File: src/rtl/top_pkg.sv
// ---------------------------------------------------------------------------
// top_pkg
// Shared types and sizing helpers for the ping-pong reader slice.
//   TOP_CHUNK_SIZE       : elements per core per beat
//   pp_rd_state_t        : reader FSM states
//   calc_module_width()  : beat width in bits from element width and core counts
//   calc_depth()         : words per bank tile from producer geometry
// ---------------------------------------------------------------------------
package top_pkg;

  localparam int TOP_CHUNK_SIZE = 4;

  typedef enum logic [1:0] {
    IDLE    = 2'd0,
    READ    = 2'd1,
    DRAIN   = 2'd2,
    RELEASE = 2'd3
  } pp_rd_state_t;

  function automatic int calc_module_width(input int width, input int cores_a,
                                           input int cores_b);
    return width * TOP_CHUNK_SIZE * cores_a * cores_b;
  endfunction

  function automatic int calc_depth(input int col_x, input int total_input_w);
    return col_x * total_input_w;
  endfunction

  // Sizes for the default parameter set, handy for benches and wrappers
  localparam int DEFAULT_MODULE_WIDTH = calc_module_width(16, 2, 1);
  localparam int DEFAULT_DEPTH        = calc_depth(16, 2);

endpackage

File: src/rtl/pp_rd_fifo.sv
// ---------------------------------------------------------------------------
// pp_rd_fifo
// Two-entry output FIFO between the BRAM read data and the consumer stream.
// Ports:
//   clk, rst              : clock, synchronous active-high reset
//   in_valid_i/in_ready_o : push handshake
//   in_data_i             : pushed word
//   out_valid_o/out_ready_i : pop handshake
//   out_data_o            : head word (held stable until popped)
//   count_o               : number of stored words (0..2)
// ---------------------------------------------------------------------------
module pp_rd_fifo #(
  parameter int DW = 8
) (
  input  logic          clk,
  input  logic          rst,
  input  logic          in_valid_i,
  output logic          in_ready_o,
  input  logic [DW-1:0] in_data_i,
  output logic          out_valid_o,
  input  logic          out_ready_i,
  output logic [DW-1:0] out_data_o,
  output logic [1:0]    count_o
);

  logic [DW-1:0] mem_q [2];
  logic          wr_ptr_q;
  logic          rd_ptr_q;
  logic [1:0]    count_q;
  logic [1:0]    count_d;
  logic          push;
  logic          pop;

  // A full FIFO may still accept a word in the same cycle its head leaves
  always_comb begin
    out_valid_o = (count_q != 2'd0);
    in_ready_o  = (count_q != 2'd2) || out_ready_i;
    push        = in_valid_i && in_ready_o;
    pop         = out_valid_o && out_ready_i;
    out_data_o  = mem_q[rd_ptr_q];
    count_o     = count_q;
  end

  always_comb begin
    count_d = count_q;
    case ({push, pop})
      2'b10:   count_d = count_q + 2'd1;
      2'b01:   count_d = count_q - 2'd1;
      default: count_d = count_q;
    endcase
  end

  // Storage is cleared on reset so the stream data reads as zero afterwards
  always_ff @(posedge clk) begin
    if (rst) begin
      for (int i = 0; i < 2; i++) mem_q[i] <= '0;
      wr_ptr_q <= 1'b0;
      rd_ptr_q <= 1'b0;
      count_q  <= 2'd0;
    end else begin
      if (push) begin
        mem_q[wr_ptr_q] <= in_data_i;
        wr_ptr_q        <= ~wr_ptr_q;
      end
      if (pop) rd_ptr_q <= ~rd_ptr_q;
      count_q <= count_d;
    end
  end

endmodule

File: src/rtl/ping_pong_reader.sv
// ---------------------------------------------------------------------------
// ping_pong_reader
// Drains two ping-pong BRAM banks alternately (bank 0 first) into a
// valid/ready stream, releasing each bank back to the writer once its tile
// has been fully accepted downstream.
// Ports:
//   clk, rst                 : clock, synchronous active-high reset
//   bank_full[1:0]           : bank i holds a complete tile
//   bank_release[1:0]        : one-cycle pulse, bank i may be refilled
//   rd_en[1:0], rd_addr      : BRAM read enables and shared read address
//   bank0_dout, bank1_dout   : BRAM read data, one-cycle latency
//   out_data, out_valid, out_last, out_ready : consumer stream
//   active_bank_rd           : bank currently owned by the reader
// Build option:
//   PP_RD_TRANSPOSE_EN : column-major address order (row index fastest)
// ---------------------------------------------------------------------------
module ping_pong_reader
  import top_pkg::*;
#(
  parameter  int WIDTH         = 16,
  parameter  int NUM_CORES_A   = 2,
  parameter  int NUM_CORES_B   = 1,
  parameter  int COL_X         = 16,
  parameter  int TOTAL_INPUT_W = 2,
  localparam int MODULE_WIDTH  = calc_module_width(WIDTH, NUM_CORES_A, NUM_CORES_B),
  localparam int DEPTH         = calc_depth(COL_X, TOTAL_INPUT_W),
  localparam int ADDR_WIDTH    = $clog2(DEPTH)
) (
  input  logic                    clk,
  input  logic                    rst,
  input  logic [1:0]              bank_full,
  output logic [1:0]              bank_release,
  output logic [1:0]              rd_en,
  output logic [ADDR_WIDTH-1:0]   rd_addr,
  input  logic [MODULE_WIDTH-1:0] bank0_dout,
  input  logic [MODULE_WIDTH-1:0] bank1_dout,
  output logic [MODULE_WIDTH-1:0] out_data,
  output logic                    out_valid,
  output logic                    out_last,
  input  logic                    out_ready,
  output logic                    active_bank_rd
);

  localparam logic [ADDR_WIDTH-1:0] LAST_IDX = ADDR_WIDTH'(DEPTH - 1);
  localparam logic [ADDR_WIDTH-1:0] ADDR_ONE = ADDR_WIDTH'(1);
`ifdef PP_RD_TRANSPOSE_EN
  localparam logic [ADDR_WIDTH-1:0] ROW_LAST = ADDR_WIDTH'(TOTAL_INPUT_W - 1);
  localparam logic [ADDR_WIDTH-1:0] COL_STEP = ADDR_WIDTH'(COL_X);
`endif

  pp_rd_state_t            state_q, state_d;
  logic                    active_q;
  logic [ADDR_WIDTH-1:0]   idx_q;
  logic [ADDR_WIDTH-1:0]   addr_q;
`ifdef PP_RD_TRANSPOSE_EN
  logic [ADDR_WIDTH-1:0]   row_q;
  logic [ADDR_WIDTH-1:0]   col_q;
`endif
  logic                    inflight_q;
  logic                    inflight_last_q;

  logic                    fifo_in_ready;
  logic                    fifo_out_valid;
  logic [1:0]              fifo_count;
  logic [MODULE_WIDTH:0]   fifo_in_data;
  logic [MODULE_WIDTH:0]   fifo_out_data;
  logic [2:0]              credit_use;
  logic                    pop;
  logic                    issue;
  logic                    issue_last;

  // Words stored plus the one in flight, minus the one leaving now, must stay
  // below two so the captured read data always has a FIFO slot waiting.
  always_comb begin
    pop        = fifo_out_valid && out_ready;
    credit_use = {1'b0, fifo_count} + {2'b00, inflight_q} - {2'b00, pop};
    issue      = (state_q == READ) && (credit_use < 3'd2) && fifo_in_ready;
    issue_last = issue && (idx_q == LAST_IDX);
  end

  always_ff @(posedge clk) begin
    if (rst) state_q <= IDLE;
    else     state_q <= state_d;
  end

  always_comb begin
    state_d = state_q;
    case (state_q)
      IDLE:    if (bank_full[active_q]) state_d = READ;
      READ:    if (issue_last) state_d = DRAIN;
      DRAIN:   if (pop && fifo_out_data[MODULE_WIDTH]) state_d = RELEASE;
      RELEASE: state_d = IDLE;
      default: state_d = IDLE;
    endcase
  end

  always_comb begin
    rd_en        = 2'b00;
    bank_release = 2'b00;
    rd_en[active_q] = issue;
    if (state_q == RELEASE) bank_release[active_q] = 1'b1;
  end

  // Address walker; it rewinds to zero as soon as the final read is issued
  // so the next tile (or an idle reader) presents address 0.
  always_ff @(posedge clk) begin
    if (rst) begin
      active_q        <= 1'b0;
      idx_q           <= '0;
      addr_q          <= '0;
`ifdef PP_RD_TRANSPOSE_EN
      row_q           <= '0;
      col_q           <= '0;
`endif
      inflight_q      <= 1'b0;
      inflight_last_q <= 1'b0;
    end else begin
      inflight_q      <= issue;
      inflight_last_q <= issue_last;
      if (issue) begin
        if (issue_last) begin
          idx_q  <= '0;
          addr_q <= '0;
`ifdef PP_RD_TRANSPOSE_EN
          row_q  <= '0;
          col_q  <= '0;
`endif
        end else begin
          idx_q <= idx_q + ADDR_ONE;
`ifdef PP_RD_TRANSPOSE_EN
          if (row_q == ROW_LAST) begin
            row_q  <= '0;
            col_q  <= col_q + ADDR_ONE;
            addr_q <= col_q + ADDR_ONE;
          end else begin
            row_q  <= row_q + ADDR_ONE;
            addr_q <= addr_q + COL_STEP;
          end
`else
          addr_q <= addr_q + ADDR_ONE;
`endif
        end
      end
      if (state_q == RELEASE) active_q <= ~active_q;
    end
  end

  // The active bank cannot change between a read and its capture, so the
  // mux select is safe to take from the current owner.
  assign fifo_in_data = {inflight_last_q, (active_q ? bank1_dout : bank0_dout)};

  pp_rd_fifo #(
    .DW(MODULE_WIDTH + 1)
  ) u_fifo (
    .clk         (clk),
    .rst         (rst),
    .in_valid_i  (inflight_q),
    .in_ready_o  (fifo_in_ready),
    .in_data_i   (fifo_in_data),
    .out_valid_o (fifo_out_valid),
    .out_ready_i (out_ready),
    .out_data_o  (fifo_out_data),
    .count_o     (fifo_count)
  );

  assign out_data       = fifo_out_data[MODULE_WIDTH-1:0];
  assign out_valid      = fifo_out_valid;
  assign out_last       = fifo_out_valid && fifo_out_data[MODULE_WIDTH];
  assign rd_addr        = addr_q;
  assign active_bank_rd = active_q;

endmodule

File: config.mk
export PLATFORM = sky130hd
export DESIGN_NAME = ping_pong_reader
export DESIGN_NICKNAME = d
export VERILOG_FILES = /design/src/rtl/top_pkg.sv /design/src/rtl/pp_rd_fifo.sv /design/src/rtl/ping_pong_reader.sv
export SDC_FILE = /design/constraint.sdc
export NUM_CORES = 1
export LEC_CHECK = 0
export ABC_AREA = 1
export BUFFER_PORTS_ARGS = -buffer_cell sky130_fd_sc_hd__buf_2
export CAP_MARGIN = 25
export CORE_ASPECT_RATIO = 1.2
export CORE_UTILIZATION = 47
export CTS_CLUSTER_DIAMETER = 150
export DETAILED_ROUTE_END_ITERATION = 16
export GPL_TIMING_DRIVEN = 0
export PLACE_DENSITY_LB_ADDON = 0.25
export SLEW_MARGIN = 5
export SYNTH_ARGS = -nofsm -noshare
export SYNTH_HDL_FRONTEND = slang
export SYNTH_SLANG_ARGS = --single-unit
File: constraint.sdc
create_clock -name clk -period 4.55 [get_ports clk]
set_input_delay 0.6825 -clock clk [delete_from_list [all_inputs] [get_ports clk]]
set_output_delay 0.6825 -clock clk [all_outputs]
set_load 0.005 [all_outputs]
==> impl_metrics.csv <==
group,metric,value,unit
route,vias,10100,
global_routing,grt_pass1_vias,9713,
route,dr.pass1.iters,5,
placed_design,port_buffers,400,
sta,finalSetupViolCount,0,
placed_design,placed_area,0.0154,sq mm
die,fp.dieH,184,microns
sta,rsz0062_at_grt,"no",
worst_setup_path,arrival,3.06,ns
clock_tree,cts.path.max_buffers,3,
die,rows,66,
global_routing,grt_pass1_wl,50300,microns
clock_tree,clk_pin_slew,0.06,ns
finish,drive_gt1_share,29.1,%
pwr,power,7310,uW
sta,relSlewSlack,44.3,%
route,wl,33100,microns
route,drt.antenna.violating_nets,0,
finish,syn2layout_area_growth,25.8,%
clock_tree,cts_buffers,27,
die,die_w,153,microns
route,viasPerCell,4.97,
logic_synthesis,yosys.area.top_type,"edfxtp_1",
logic_synthesis,synth_edf_count,258,
worst_setup_path,setup.worst_path.start_class,"flip-flop",
logic_synthesis,netlist_area,0.0129,sq mm
sta,fmax,0.267,GHz
finish,fin_nets,1945,
clock_tree,postCtsResizedCells,0,
finish,final_area,0.0162,sq mm
placed_design,pre_cts_ws,1.08,ns
logic_synthesis,syn_inst,1242,
worst_setup_path,crit_required,3.87,ns
logic_synthesis,netlist_top_cells_count,"405 x nand2_1, 276 x nor2_1, 258 x edfxtp_1, 128 x mux2i_1, 27 x buf_2",
placed_design,place_inst,1984,
sta,tns,0,ns
logic_synthesis,synth_top_area_share,60.0,%
logic_synthesis,synth_area_leaders,"edfxtp_1 60%, nand2_1 12%, mux2i_1 9.9%",
logic_synthesis,yosysSeqAreaShare,63.1,%
pwr,irDropWorstVdd,0.336,mV
global_routing,overflow,0,
logic_synthesis,synth-seq-cells,278,
route,drt_iter0_markers,444,
worst_setup_path,criticalPathCategory,"reg -> out",
route,drc,0,
worst_setup_path,worstSetupEndpointType,"output port",
die,start_util,47.8,%
logic_synthesis,synth_most_common_cell,"nand2_1",
sta,period_share,82.3,%
logic_synthesis,async_reset_ff_share,0,%
global_routing,track_usage,23.0,%
worst_setup_path,worstPathMaxFanout,10,
clock_tree,root_buffer,"clkbuf_16",
die,die-area,0.0281,sq mm
outcome,outcome,"completed",
min_path,holdCritPathClass,"in -> reg",
logic_synthesis,yosysWarnings,0,
route,wl_per_cell,16.3,microns
sta,post-route-min-period,3.74,ns
clock_tree,postCtsHoldBufs,0,
finish,finalNonFillerCells,2035,
logic_synthesis,syn-num-nets,1514,
clock_tree,htree_levels,1,
logic_synthesis,yosysUniqueCellTypes,26,
sta,fin_worst_skew,0.00918,ns
finish,final-seq-area,0.00815,sq mm
clock_tree,cts_sinks,278,
clock_tree,clock_latency,0.53,ns
global_routing,grt_max_degree,90,
sta,slew_viol_final,0,
pwr,p_leak,0.00738,uW
die,ios,401,
finish,fillCellCount,2293,
finish,multi_input_area,0.00430,sq mm
die,core,0.0270,sq mm
clock_tree,postCtsSetupBuffers,0,
sta,finalWorstSetupSlack,0.806,ns
run,maxCapViolations,0,
pwr,powerDensity,450,mW/mm^2
placed_design,gp_congestion,0.819,
sta,hold_violations,0,
global_routing,antenna_found_initial,2,
logic_synthesis,avgSynthCellArea,10.4,sq um
clock_tree,cts_tree,"done",
sta,worst_slew_pin_slew,0.836,ns
logic_synthesis,synth-main-ff-cell,"edfxtp_1",
placed_design,place_hpwl,23300,microns
## state kept, by name (all words and copies together), names as in the netlist, named ones only
| signal | cells |
|---|---|
| active_bank_rd | 1 |
| idx_q | 5 |
| inflight_last_q | 1 |
| inflight_q | 1 |
| rd_addr | 5 |
| state_q | 2 |
| u_fifo.count_o | 2 |
| u_fifo.mem_q | 258 |
| u_fifo.rd_ptr_q | 1 |
| u_fifo.wr_ptr_q | 1 |
## cells in the final DEF, fill, tap and decap left out, types with 4 or more instances in the layout
master	instances
buf_2	427
clkinv_1	7
inv_1	20
clkbuf_16	27
clkbuf_1	29
ha_1	10
a21oi_1	12
nor2_1	276
buf_6	10
nor3_1	5
nand3_1	11
edfxtp_1	258
dfxtp_1	20
clkinv_2	9
buf_1	4
nand2_1	403
mux2i_1	128
buf_4	6
o21ai_0	8
## cell type report
type                            count  share of cell area [%]
Clock buffer                       30                    4.23
Antenna cell                        2                  0.0308
Buffer                             73                    2.50
Multi-Input combinational cell    870                    26.5
Inverter                           21                   0.486
Clock inverter                     19                   0.717
Timing Repair Buffer              402                    12.7
Tap cell                          340                    2.62
Sequential cell                   278                    50.2
## where the power goes
part           total, uW  leakage, uW  internal, uW  switching [uW]
clock network       2070     0.000397          1140             930
logic               2060      0.00415           775            1290
registers           3180      0.00283          3090            87.6
total               7310      0.00738          5000            2300
## kinds of logic (layout without fill, tap and decap cells)
logic type      count (synthesis)  after routing  synth area share, %
simple gates                  706            706                 20.9
flops                         278            278                 63.1
mux                           128            128                 9.93
buf+inv                        94            545                 3.75
compound gates                 21             21                0.863
fa+ha+maj                      11             11                 1.12
xor+xnor                        4              4                0.272
other cells                     0              2                    0
## routing by layer
layer  up-vias  wire length, microns  global-route usage, %  share of wire [%]
met5         -                     0                      0                  0
met4         0                  1040                   8.36                3.1
met3        69                  2210                   3.21                6.7
met2       370                 17200                   42.7                 52
met1      4701                 12600                   27.1                 38
li1       4979                     -                      -                  -
## critical path, cell delays in order (launching register included)
cell	delay, ns
dfxtp_1	0.45
nor2_1	0.13
nor2_2	0.21
ha_1	0.27
inv_1	0.05
nand2_1	0.06
fa_1	0.49
nand2_1	0.05
a21oi_1	0.16
nand3_1	0.22
buf_4	0.25
nor2_1	0.09
buf_2	0.11
## per-stage QoR
stage               hold slack, ns  utilization (%)
floorplan                    0.426                -
global placement             0.435             56.8
detailed placement           0.443             57.1
CTS                          0.359             60.1
global route                 0.382             60.1
finish                       0.387             60.1
## worst paths after layout
check	depth (start not counted)	to	start	slack, ns
worst max-delay path	12	rd_en[0]	u_fifo.count_o[1]	0.81
worst max register to register	13	idx_q[2]	u_fifo.count_o[1]	1.90
worst min register to register	1	u_fifo.rd_ptr_q	u_fifo.rd_ptr_q	0.45
worst min-delay path	2	rd_addr[4]	rst	0.39
Note: power is estimated with default switching activity, not from simulation.
